<file path="config.mk">
export PLATFORM = sky130hd
export DESIGN_NAME = dec_jumbo_seq
export DESIGN_NICKNAME = d
export VERILOG_FILES = /design/src/rtl/dec_jumbo_seq.sv
export SDC_FILE = /design/constraint.sdc
export NUM_CORES = 1
export LEC_CHECK = 0
export ABC_AREA = 1
export BUFFER_PORTS_ARGS = -buffer_cell sky130_fd_sc_hd__buf_4
export CAP_MARGIN = 20
export CORE_UTILIZATION = 38
export CTS_CLUSTER_DIAMETER = 80
export DETAILED_ROUTE_END_ITERATION = 10
export GPL_ROUTABILITY_DRIVEN = 0
export SLEW_MARGIN = 20
export SYNTH_ARGS = -nofsm -noshare
export SYNTH_HDL_FRONTEND = slang
export SYNTH_SLANG_ARGS = --single-unit
</file>
<file path="constraint.sdc">
create_clock -name clock -period 3.5 [get_ports clock]
set_input_delay 0.175 -clock clock [delete_from_list [all_inputs] [get_ports clock]]
set_output_delay 0.175 -clock clock [all_outputs]
set_load 0.03 [all_outputs]
</file>
<file path="src/rtl/dec_jumbo_seq.sv">
// dec_jumbo_seq: fetch-to-decode sequencer that merges FA/FB jumbo prefixes
// with the following op into a 64-bit decoder word, with issue statistics.
module dec_jumbo_seq #(
  parameter logic EN_JUMBO  = 1'b1,
  parameter int   CNT_WIDTH = 16
) (
  input  logic                 clock,
  input  logic                 reset,
  input  logic [31:0]          fetchWord,
  input  logic                 fetchValid,
  output logic                 fetchReady,
  input  logic                 flush,
  output logic [63:0]          decWord,
  output logic                 decJumbo,
  output logic                 decValid,
  input  logic                 decReady,
  output logic [CNT_WIDTH-1:0] issueCount,
  output logic [CNT_WIDTH-1:0] jumboCount
);
  typedef enum logic {IDLE, PFX} state_t;
  state_t      r_state;
  logic [31:0] r_pfx;
  logic        w_is_pfx;
  logic        w_accept;
  logic        w_issue;
  assign w_is_pfx   = EN_JUMBO && (fetchWord[15:8] == 8'hFA || fetchWord[15:8] == 8'hFB);
  assign fetchReady = (!decValid || decReady) && !flush;
  assign w_accept   = fetchValid && fetchReady;
  assign w_issue    = decValid && decReady;
  always_ff @(posedge clock or posedge reset) begin
    if (reset) begin
      r_state    <= IDLE;
      r_pfx      <= '0;
      decWord    <= '0;
      decJumbo   <= 1'b0;
      decValid   <= 1'b0;
      issueCount <= '0;
      jumboCount <= '0;
    end else begin
      if (w_issue) begin
        issueCount <= issueCount + 1'b1;
        if (decJumbo) jumboCount <= jumboCount + 1'b1;
      end
      if (flush) begin
        decValid <= 1'b0;
        r_state  <= IDLE;
        r_pfx    <= '0;
      end else if (w_accept && r_state == PFX) begin
        // a second prefix pushes the held one out as a standalone op
        decWord  <= w_is_pfx ? {32'h0, r_pfx} : {r_pfx, fetchWord};
        decJumbo <= !w_is_pfx;
        decValid <= 1'b1;
        r_pfx    <= w_is_pfx ? fetchWord : 32'h0;
        r_state  <= w_is_pfx ? PFX : IDLE;
      end else if (w_accept && !w_is_pfx) begin
        decWord  <= {32'h0, fetchWord};
        decJumbo <= 1'b0;
        decValid <= 1'b1;
      end else begin
        if (w_accept) begin
          r_pfx   <= fetchWord;
          r_state <= PFX;
        end
        if (w_issue) decValid <= 1'b0;
      end
    end
  end
endmodule

</file>
**Word-level counts from Yosys, hierarchy flattened**

Cells that the tools add are included.

- Register bits after elaboration: 131
- Bits of input ports: 37
- Logic and storage cells: 48
- Output and inout port bits: 99

- Reductions and logical operators: 16
- Add/sub/neg operators: 2
- Eq/ne operators: 3
- Mux-type cells: 19
- Bitwise logic cells: 1

Operators by type and width:

| operator | number |
|---|---|
| $mux W64 | 3 |
| $mux W32 | 5 |
| $add A16 B1 Y16 const B | 2 |
| $eq A8 B8 Y1 const B | 2 |
| $mux W1 | 11 |
| $reduce_and A2 Y1 | 3 |
| $logic_and A1 B1 Y1 | 5 |
| $reduce_bool A4 Y1 | 1 |
| $logic_not A1 Y1 | 3 |
| $ne A3 B3 Y1 const B | 1 |
| $reduce_bool A3 Y1 | 1 |
| $logic_or A1 B1 Y1 | 2 |
| $reduce_bool A2 Y1 | 1 |
| $not A1 Y1 | 1 |

**Longest topological paths before layout**

- Word-level depth: 8
- Depth in mapped cells: 11
- Gate-level depth less buffers: 9

**Least setup slack after synthesis**

No wires, ideal clock.

- Path kind: reg-to-reg
- Start point: register issueCount[0]
- End point: register issueCount[14]
- Library setup time: 118 ps
- Buffers on the path: 0
- Arrival: 1473 ps
- Period minus slack after synthesis: 1591 ps
- Required time: 3382 ps
- Stages on the path, launching flop included: 9
- Setup slack: 1909 ps
- Path through: dfrtp_1 ha_1 nand3_1 nor2_1 nand3_1 nor2_1 nand2_1 nand2_1 nand2_1

- Longest elaborated chain between the ends: 1

RTL lines:

| what | line | source |
|---|---|---|
| start, declared | 17 | `output logic [CNT_WIDTH-1:0] issueCount,` |
| start signal, assigned | 41 | `issueCount <= issueCount + 1'b1;` |
| $add A16 B1 Y16 | 41 |  |

No other way between the ends.
A chain may end at the register's enable or synchronous reset.

**Worst setup path after layout**

- Start point: input port fetchWord[11]
- End point: register decWord[25]

- Longest elaborated chain between the ends: 6
- Elaborated cells on any way between the ends: 9
- Those cells by class: 2 x eq/ne; 2 x mux; 5 x reduce/logical

RTL lines:

| what | line | source |
|---|---|---|
| start, declared | 9 | `input logic [31:0] fetchWord,` |
| $eq A8 B8 Y1 | 26 | `assign w_is_pfx = EN_JUMBO && (fetchWord[15:8] == 8'hFA \|\| fetchWord[15:8] == 8'hFB);` |
| $logic_or A1 B1 Y1 (*) | 26 |  |
| $logic_not A1 Y1 | 55 | `end else if (w_accept && !w_is_pfx) begin` |
| $logic_and A1 B1 Y1 | 55 |  |
| $reduce_bool A2 Y1 (no source line) | n/a |  |
| $reduce_and A2 Y1 (no source line) | n/a |  |
| end signal, assigned | 50 | `decWord <= w_is_pfx ? {32'h0, r_pfx} : {r_pfx, fetchWord};` |
| end signal, assigned | 56 | `decWord <= {32'h0, fetchWord};` |
| end, declared | 13 | `output logic [63:0] decWord,` |

Every way passes the cells marked *; elsewhere a longest branch is shown, timed or not.

==> flow_metrics.env <==
export IMPL_worst_pin_slew_ns=0.9035
export IMPL_worst_path_stages=10
export IMPL_rows=44
export IMPL_core_area_um2=14750
export IMPL_first_global_vias=5135
export IMPL_numCtsBuffers=17
export IMPL_layout_commonest_cell="nand2_1"
export IMPL_numClockSinks=131
export IMPL_synth_area_leaders="dfrtp_1 56%, nand2_1 14%, nand3_1 6.4%"
export IMPL_totalWireLength_um=14960
export IMPL_critPathCaptureType="flip-flop"
export IMPL_diodes=0
export IMPL_fin_crit_sh_pct=65.42
export IMPL_cpMostUsedCell="nand2_1"
export IMPL_cts_root_buffer="clkbuf_16"
export IMPL_syn_area_um2=5838
export IMPL_final_cell_mix="210 x nand2_1, 137 x buf_4, 131 x dfrtp_1, 88 x inv_1, 75 x nand3_1"
export IMPL_grt_first_pass_wirelength_um=25100
export IMPL_portBuffers=135
export IMPL_synth_top_area_share_pct=56.15
export IMPL_ys_async_sr_fraction_pct=100.0
export IMPL_ant_nets=0
export IMPL_maxCapViolCount=0
export IMPL_fin_ws_ns=1.210
export IMPL_clk_latency_ns=0.42
export IMPL_slowest_delay_ns=0.67
export IMPL_place_detailed_hpwl_um=9547
export IMPL_wl_per_cell_um=14.75
export IMPL_post_route_min_period_ns=2.290
export IMPL_clk_pin_slew_worst_paths_ns=0.05
export IMPL_grt_max_degree=94
export IMPL_crit_slowest_cell="nor2_4"
export IMPL_via_per_inst=4.911
export IMPL_setup_worst_path_start_class="primary input"
export IMPL_cts_setup_buffers=0
export IMPL_synth_distinct_cells=26
export IMPL_ys_warn_count=0
export IMPL_final_layout_size_suffix_gt1_share_pct=22.29
export IMPL_synth_avg_cell_area_um2=8.573
export IMPL_rsz0062_at_grt="false"
export IMPL_slew_viol_final=0
export IMPL_cp_data_arrival_time_ns=2.64
export IMPL_post_synth_inst_count=681
export IMPL_drt_iter0_markers=308
export IMPL_die_h_um=126.0
export IMPL_status="finished, final reports clean"
export IMPL_ys_ff_latch=131
export IMPL_initial_core_util_pct=39.57
export IMPL_htreeDepth=4
export IMPL_worstPathRequired_ns=3.85
export IMPL_power_leakage_uw=0.003949
export IMPL_regToRegSetupSlack_ns=1.63
export IMPL_cts_tree="done"
export IMPL_r2r_cells=5
export IMPL_vias=4980
export IMPL_hold_viol_final=0
export IMPL_grt_overflow=0
export IMPL_syn2layout_area_growth_pct=31.08
export IMPL_fin_util_pct=51.87
export IMPL_relSlewSlack_pct=39.64
export IMPL_ys_seq_area_share_pct=56.15
export IMPL_critical_path_class="primary input to flip-flop"
export IMPL_drcViolationCount=0
export IMPL_fmax_mhz=436.7
export IMPL_syn_nets=720
export IMPL_yosysTopAreaCell="dfrtp_1"
export IMPL_die_area_um2=15860
export IMPL_layout_nets=858
export IMPL_grt_use_total_pct=20.16
export IMPL_hold_depth=3
export IMPL_clk_path_buf_depth=2
export IMPL_die_x_um=126.0
export IMPL_dr_pass1_iters=5
export IMPL_place_ws_ns=1.330
export IMPL_ir_drop_mv=0.3529
export IMPL_io_pins=136
export IMPL_cp_max_fo=33
export IMPL_tns_ns=0
export IMPL_critical_path_top_delay_family="simple AND/OR/NAND/NOR gates"
export IMPL_synth_edf_count=0
export IMPL_setup_viol=0
export IMPL_ys_flop_type="dfrtp_1"
export IMPL_hold_path_class="primary input to flip-flop"
export IMPL_crit_buf_inv=3
export IMPL_fin_worst_skew_ns=0.007956
export IMPL_fillerInstances=1379
export IMPL_crit_chain="dlygate4sd3_1 > buf_4 > inv_1 > nor2_1 > nand2_1 > nor2_4 > nand2_2 > nand2_1 > nand3_1 > nand2_1"
export IMPL_antenna_found_initial=0
export IMPL_pwr_density_cell_nw_per_um2=525.8
## state kept, by name (all words and copies together), names as in the netlist
name and flops:
decJumbo 1, decValid 1, decWord 64, issueCount 16, jumboCount 16, r_state 1
r_pfx 32
## final cells by class
cell class	instances	area, um^2	area share, %
clock inverter	4	95.09	1.243
inverter	93	355.3	4.644
clock buffer	26	509.2	6.655
multi-input combinational	431	2048	26.77
sequential	131	3278	42.84
tap	184	230.2	3.009
timing repair buffer	145	1136	14.85
## metrics by stage
step / hold WS, ns / std cells / total power (uW) / cell area, um^2
finish: 0.01326 / 1014 / 4024 / 7652
global route: 0.02866 / 1014 / 4171 / 7652
CTS: 0.008839 / 1013 / 4056 / 7625
detailed placement: 0.3426 / 977 / 2216 / 6960
global placement: 0.3458 / 977 / 2209 / 6958
floorplan: 0.2309 / 681 / 1999 / 5842
## synthesized netlist by cell type (3+ instances only)
cell / n
buf_2: 14
xnor2_1: 10
o21ai_0: 31
o21ai_1: 36
inv_2: 4
buf_6: 6
nand4_1: 6
xor2_1: 13
nand3b_1: 3
inv_1: 89
nand2_1: 210
clkbuf_1: 4
nor2_4: 3
nor3_1: 3
dfrtp_1: 131
nand2_2: 5
nand3_1: 75
nor2_1: 27
## worst min-delay path, delay by kind of cell
family | cells | cell delay (ns)
and+or+nand+nor | 2 | 0.14
buffers and inverters | 1 | 0.09
## power by group
group / switching (uW) / internal [uW] / leakage (uW)
clock network: 622 / 1210 / 0.000296
registers: 73.2 / 1600 / 0.00176
logic: 336 / 189 / 0.00189
## kinds of logic after synthesis
group                      after synthesis  synth area share [%]
AOI/OAI and AO/OA                       68                 5.894
xor gates and xnor gates                23                 3.450
adders and majority gates                2                0.4286
buffers and inverters                  119                 8.851
DFF                                    131                 56.15
and+or+nand+nor                        338                 25.23
## per-layer routing
metal	track usage [%]	wire length (um)	vias to the layer above
met5	0	0	-
met4	7.796	235	0
met3	5.225	829	17
met2	30.94	6953	161
met1	27.37	6942	2400
li1	-	-	2402
## path summary, 6_finish.rpt
check / startpoint / to
max: fetchWord[11] / decWord[25]$_DFFE_PP0P_
min: fetchWord[12] / decWord[12]$_DFFE_PP0P_
max reg2reg: decValid$_DFFE_PP0P_ / decWord[45]$_DFFE_PP0P_
min reg2reg: decWord[30]$_DFFE_PP0P_ / decWord[30]$_DFFE_PP0P_
max in group asynchronous: reset / jumboCount[11]$_DFFE_PP0P_
min in group asynchronous: reset / decWord[59]$_DFFE_PP0P_
## timing repair
item	4_1_cts	5_1_grt
resized for setup	0	0
hold endpoints to repair	43	0
hold buffers	6	0
Power figures use the tool's default switching activity.
